### src/rtl/uart_bus_arbiter_pkg.sv
// Shared widths, state encodings and watchdog helpers for the UART bus arbiter.
// Mirrors the femto.vh bus defines so the arbiter elaborates without the header.
package uart_bus_arbiter_pkg;

    localparam int FEMTO_XLEN        = 32;
    localparam int FEMTO_BUS_WIDTH   = 32;
    localparam int FEMTO_BUS_ACC_CNT = 4;
    localparam int UART_BUS_TIMEOUT  = 255;

    localparam logic [0:0] ARB_IDLE = 1'b0;
    localparam logic [0:0] ARB_BUSY = 1'b1;

    typedef logic [9:0] cnt_t;

    // Watchdog counter stops at all-ones instead of wrapping back to zero.
    function automatic cnt_t cnt_sat_inc(input cnt_t c);
        return (c == '1) ? c : c + cnt_t'(1);
    endfunction

endpackage

### src/rtl/rr_arb2.sv
// Two-way round-robin pick: on a tie the master that did not win last time is chosen.
module rr_arb2 (
    input  logic req0,
    input  logic req1,
    input  logic last_grant,
    output logic grant_valid,
    output logic grant_idx
);

    always_comb begin
        grant_valid = req0 | req1;
        grant_idx   = 1'b0;
        if (req0 && req1) begin
            grant_idx = ~last_grant;
        end else if (req1) begin
            grant_idx = 1'b1;
        end
    end

endmodule

### src/rtl/uart_bus_arbiter.sv
// Shares the UART wrapper's single bus slave port between the CPU (m0) and DMA/boot (m1),
// one outstanding transfer at a time, with a watchdog that aborts a hung slave.
//
// state    | meaning
// ARB_IDLE | no grant; pick a requester and latch its fields
// ARB_BUSY | s_req held; wait for s_resp or watchdog expiry
module uart_bus_arbiter
    import uart_bus_arbiter_pkg::*;
#(
    parameter int XLEN      = FEMTO_XLEN,
    parameter int BUS_WIDTH = FEMTO_BUS_WIDTH,
    parameter int ACC_W     = $clog2(FEMTO_BUS_ACC_CNT),
    parameter int TIMEOUT   = UART_BUS_TIMEOUT
) (
    input  logic                 clk,
    input  logic                 rst,

    input  logic [XLEN-1:0]      m0_addr,
    input  logic                 m0_w_rb,
    input  logic [ACC_W-1:0]     m0_acc,
    input  logic [BUS_WIDTH-1:0] m0_wdata,
    input  logic                 m0_req,
    output logic [BUS_WIDTH-1:0] m0_rdata,
    output logic                 m0_resp,
    output logic                 m0_fault,

    input  logic [XLEN-1:0]      m1_addr,
    input  logic                 m1_w_rb,
    input  logic [ACC_W-1:0]     m1_acc,
    input  logic [BUS_WIDTH-1:0] m1_wdata,
    input  logic                 m1_req,
    output logic [BUS_WIDTH-1:0] m1_rdata,
    output logic                 m1_resp,
    output logic                 m1_fault,

    output logic [XLEN-1:0]      s_addr,
    output logic                 s_w_rb,
    output logic [ACC_W-1:0]     s_acc,
    output logic [BUS_WIDTH-1:0] s_wdata,
    output logic                 s_req,
    input  logic [BUS_WIDTH-1:0] s_rdata,
    input  logic                 s_resp,
    input  logic                 s_fault
);

    localparam cnt_t TIMEOUT_CNT = cnt_t'(TIMEOUT);

    logic [0:0]           state;
    logic                 owner;
    logic                 last_grant;
    cnt_t                 cnt;
    logic                 grant_valid;
    logic                 grant_idx;
    logic                 done;
    logic [BUS_WIDTH-1:0] rsp_rdata;
    logic                 rsp_fault;

    rr_arb2 u_rr_arb2 (
        .req0        (m0_req),
        .req1        (m1_req),
        .last_grant  (last_grant),
        .grant_valid (grant_valid),
        .grant_idx   (grant_idx)
    );

    // A real slave response takes priority over a watchdog expiry in the same cycle.
    assign done      = (state == ARB_BUSY) && (s_resp || (cnt == TIMEOUT_CNT));
    assign rsp_rdata = s_resp ? s_rdata : '0;
    assign rsp_fault = s_resp ? s_fault : 1'b1;
    assign s_req     = (state == ARB_BUSY);

    always_ff @(posedge clk or posedge rst) begin
        if (rst) begin
            state      <= ARB_IDLE;
            owner      <= 1'b0;
            last_grant <= 1'b1;
            cnt        <= '0;
            s_addr     <= '0;
            s_w_rb     <= 1'b0;
            s_acc      <= '0;
            s_wdata    <= '0;
        end else begin
            case (state)
                ARB_IDLE: begin
                    if (grant_valid) begin
                        state      <= ARB_BUSY;
                        owner      <= grant_idx;
                        last_grant <= grant_idx;
                        cnt        <= '0;
                        s_addr     <= grant_idx ? m1_addr  : m0_addr;
                        s_w_rb     <= grant_idx ? m1_w_rb  : m0_w_rb;
                        s_acc      <= grant_idx ? m1_acc   : m0_acc;
                        s_wdata    <= grant_idx ? m1_wdata : m0_wdata;
                    end
                end
                ARB_BUSY: begin
                    if (done) begin
                        state <= ARB_IDLE;
                    end else begin
                        cnt <= cnt_sat_inc(cnt);
                    end
                end
                default: state <= ARB_IDLE;
            endcase
        end
    end

    always_comb begin
        m0_resp  = 1'b0;
        m0_fault = 1'b0;
        m0_rdata = '0;
        m1_resp  = 1'b0;
        m1_fault = 1'b0;
        m1_rdata = '0;
        if (done) begin
            if (owner) begin
                m1_resp  = 1'b1;
                m1_fault = rsp_fault;
                m1_rdata = rsp_rdata;
            end else begin
                m0_resp  = 1'b1;
                m0_fault = rsp_fault;
                m0_rdata = rsp_rdata;
            end
        end
    end

endmodule

### config.mk
export PLATFORM = sky130hd
export DESIGN_NAME = uart_bus_arbiter
export DESIGN_NICKNAME = d
export VERILOG_FILES = /design/src/rtl/uart_bus_arbiter_pkg.sv /design/src/rtl/rr_arb2.sv /design/src/rtl/uart_bus_arbiter.sv
export SDC_FILE = /design/constraint.sdc
export NUM_CORES = 1
export LEC_CHECK = 0
export CAP_MARGIN = 30
export CORE_AREA = 2 2 120 122
export DETAILED_ROUTE_END_ITERATION = 12
export DIE_AREA = 0 0 122 124
export GPL_TIMING_DRIVEN = 0
export PLACE_DENSITY = 0.8
export SYNTH_ARGS = -nofsm -noshare
export SYNTH_HDL_FRONTEND = slang
export SYNTH_SLANG_ARGS = --single-unit
### constraint.sdc
create_clock -name clk -period 6.66 [get_ports clk]
set_input_delay 1.998 -clock clk [delete_from_list [all_inputs] [get_ports clk]]
set_output_delay 1.998 -clock clk [all_outputs]
set_load 0.01 [all_outputs]
==> summary.json <==
{
  "syn-cell-area_um2": 4287,
  "cts_tree": "done",
  "cts_max_level": 3,
  "netlist_instances": 492,
  "syn_avg_cell_area_um2": 8.713,
  "slew_violations": 0,
  "worst_hold_slack_ns": 0.4758,
  "stdcell_count": 997,
  "timing.critical_path.from_type": "input pin",
  "synth.yosys.warnings": 0,
  "synth_simple_gate_area_share": 0.1839,
  "skew_ns": 0.005295,
  "floorplan.initialDensity": 0.3124,
  "synth_compound_gate_area_share": 0.1392,
  "layout-drive-gt1-share": 0.04294,
  "setup_violations": 0,
  "holdPathEnd": "s_addr[6]",
  "cts_resized": 0,
  "first_pass_grt_wire_length_um": 24500,
  "synthMuxAreaShare": 0.1591,
  "critical_path_required_ns": 4.66,
  "synth_xor_xnor_area_share": 0,
  "gr_ovfl_total": 0,
  "die_x_um": 122,
  "hp-start": "s_addr[6]",
  "final_hold_viol_count": 0,
  "worst_setup_end_kind": "primary output",
  "groute.usage.overall": 0.2108,
  "routability_congestion_estimate_from_global_placement": 0.8230,
  "rsz0062_at_grt": "no",
  "ir_worst_vdd_v": 0.0001092,
  "layout_worst_path_cycle_share": 0.8490,
  "setup_ws_ns": 1.006,
  "place_inst": 979,
  "regToRegSetupSlack_ns": 4.63,
  "routed-via-count": 4666,
  "layout_common_cells": "306 x sky130_fd_sc_hd__clkdlybuf4s50_1, 108 x sky130_fd_sc_hd__nand2_1, 79 x sky130_fd_sc_hd__dfrtp_1",
  "vias_per_cell": 4.680,
  "outcome": "finished clean",
  "combinational_family_with_the_most_area_after_synthesis": "simple AND/OR/NAND/NOR gates",
  "antenna_left": 0,
  "post-route-drc-count": 0,
  "fp.dieH_um": 124,
  "ctsRootBufferMaster": "sky130_fd_sc_hd__clkbuf_16",
  "detailedRoute.firstIterationViolations": 152,
  "post_synth_fa_ha_maj_area_fraction": 0.002919,
  "avgRoutedWirePerCell_um": 16.34,
  "boundaryPins": 308,
  "timing.critical_path.from": "s_resp",
  "fp.dieArea_um2": 15130,
  "worst_skew_pair.late_latency_ns": 0.33,
  "dp_hpwl_um": 13390,
  "synth.ff_latch_count": 80,
  "relSlewSlack": 0.5604,
  "largest_net_degree_at_the_start_of_global_routing": 48,
  "syn_nets": 665,
  "dpl_worst_slack_ns": 0.9634,
  "antenna_violations_before_repair": 3,
  "critical_path_arrival_ns": 3.66,
  "finish.net_count": 983,
  "sequential_fraction_of_the_synthesis_area": 0.4673,
  "grt_pass1_vias": 4859,
  "power_leakage_uw": 0.003495,
  "timing.rr.end": "cnt[0]",
  "worst-r2r-cell-count": 5,
  "timing_worst_slew_pin_value_ns": 0.6595,
  "cts_made_buffers": 9,
  "max_cap_viol_count": 0,
  "cts.path.max_buffers": 2,
  "clock.fmax_mhz": 176.9,
  "finalWorstPathRequiredPeriod_ns": 5.654,
  "std_cell_rows": 43,
  "final_common_cell": "sky130_fd_sc_hd__clkdlybuf4s50_1",
  "layout-area-overhead-vs-synth_pct": 85.38,
  "cellPowerDensity_nw_per_um2": 247.2,
  "firstDrtPassIters": 4,
  "path_clk_slew_ns": 0.06,
  "totalNegativeSetupSlack_ns": 0,
  "worstHoldPathCells": 2,
  "routed_wl_um": 16290,
  "yosysUniqueCellTypes": 39,
  "path_max_fanout": 10,
  "postCtsHoldBufs": 0,
  "placement.io_buffers": 306,
  "core_um2": 13720,
  "min-delay-path-class": "flip-flop to flip-flop",
  "clock_sink_count": 80,
  "worst_r2r_startpoint": "cnt[0]",
  "post_cts.repair.setup_buffers": 0,
  "worst-setup-path-type": "input pin to primary output"
}
worst max-delay path by stage:
stage | to | slack [ns]
2_1_floorplan | m1_rdata[10] | 1.87
3_3_place_gp | m0_rdata[20] | 0.97
4_1_cts | m1_rdata[31] | 0.96
3_5_place_dp | m1_rdata[31] | 0.96
5_1_grt | m1_rdata[16] | 0.93
6_report | m0_rdata[20] | 1.01
worst max-delay path: stages:
cell,delay (ns)
sky130_fd_sc_hd__clkbuf_1,0.33
sky130_fd_sc_hd__clkbuf_1,0.43
sky130_fd_sc_hd__nand2_1,0.16
sky130_fd_sc_hd__nor2_1,0.17
sky130_fd_sc_hd__clkdlybuf4s50_1,0.56
per-stage QoR:
| step | util | cell area [um2] | power, uW |
|---|---|---|---|
| floorplan | - | 4287 | 964.4 |
| finish | 0.5792 | 7946 | 1964 |
| global placement | 0.5521 | 7575 | 1403 |
| global route | 0.5788 | 7941 | 2080 |
| CTS | 0.5788 | 7941 | 1989 |
| detailed placement | 0.5543 | 7605 | 1421 |
registers in the layout, summed over array words and instances, names as in the netlist:
| register | flops |
|---|---|
| s_wdata | 32 |
| owner | 1 |
| s_acc | 2 |
| s_addr | 32 |
| last_grant | 1 |
| s_req | 1 |
| cnt | 10 |
| s_w_rb | 1 |
cells in the mapped netlist (all sizes together):
master / n / share of area
a211o: 2 / 0.0041
a41o: 1 / 0.0023
buf: 17 / 0.023
a31oi: 5 / 0.0073
or2: 1 / 0.0015
nor3: 6 / 0.0070
mux2i: 67 / 0.16
nand3: 4 / 0.0047
a41oi: 1 / 0.0020
a21oi: 4 / 0.0047
o311ai: 1 / 0.0061
nand4: 3 / 0.0044
inv: 9 / 0.0079
and3: 1 / 0.0015
a22o: 1 / 0.0020
o2bb2ai: 1 / 0.0020
nor2: 71 / 0.062
o21ai: 73 / 0.085
o21bai: 1 / 0.0044
mux2: 1 / 0.0026
nand2: 108 / 0.095
nor4: 1 / 0.0015
o22ai: 1 / 0.0015
dfstp: 1 / 0.0061
a211oi: 2 / 0.0035
o21ba: 1 / 0.0023
o211ai: 2 / 0.0035
o31a: 2 / 0.0041
ha: 1 / 0.0029
a21o: 1 / 0.0018
o311a: 1 / 0.0023
dfrtp: 79 / 0.46
clkbuf: 19 / 0.017
and4: 3 / 0.0067
power breakdown:
part,switching [uW],total (uW),internal (uW)
clock network,195,560,365
registers,66.6,664,598
logic,332,740,407
area by class of cell:
type	instances	area (um2)
antenna	2	5.005
inverter	9	36.28
fill	1241	5773
sequential	80	2003
multi-input combinational	367	2079
tap	180	225.2
timing repair buffer	307	3090
buffer	36	170.2
clock inverter	6	107.6
clock buffer	10	229.0
cell families (layout without fill, tap and decap cells):
family | after synthesis | count (layout)
muxes | 68 | 68
and+or+nand+nor | 198 | 198
adders and majority gates | 1 | 1
AOI/OAI and AO/OA | 100 | 100
buffers and inverters | 45 | 368
other | 0 | 2
DFF | 80 | 80
routing by layer:
metal  wire length (um)  vias to the layer above  GRT usage  part of all wire
met1               5708                     2121     0.2103              0.35
met5                 10                        -          0           0.00061
met3               1552                       27    0.07509             0.095
met4                395                        2    0.06968             0.024
met2               8625                      214     0.4047              0.53
li1                   -                     2302          -                 -
Note: power is estimated with default switching activity, not from simulation.
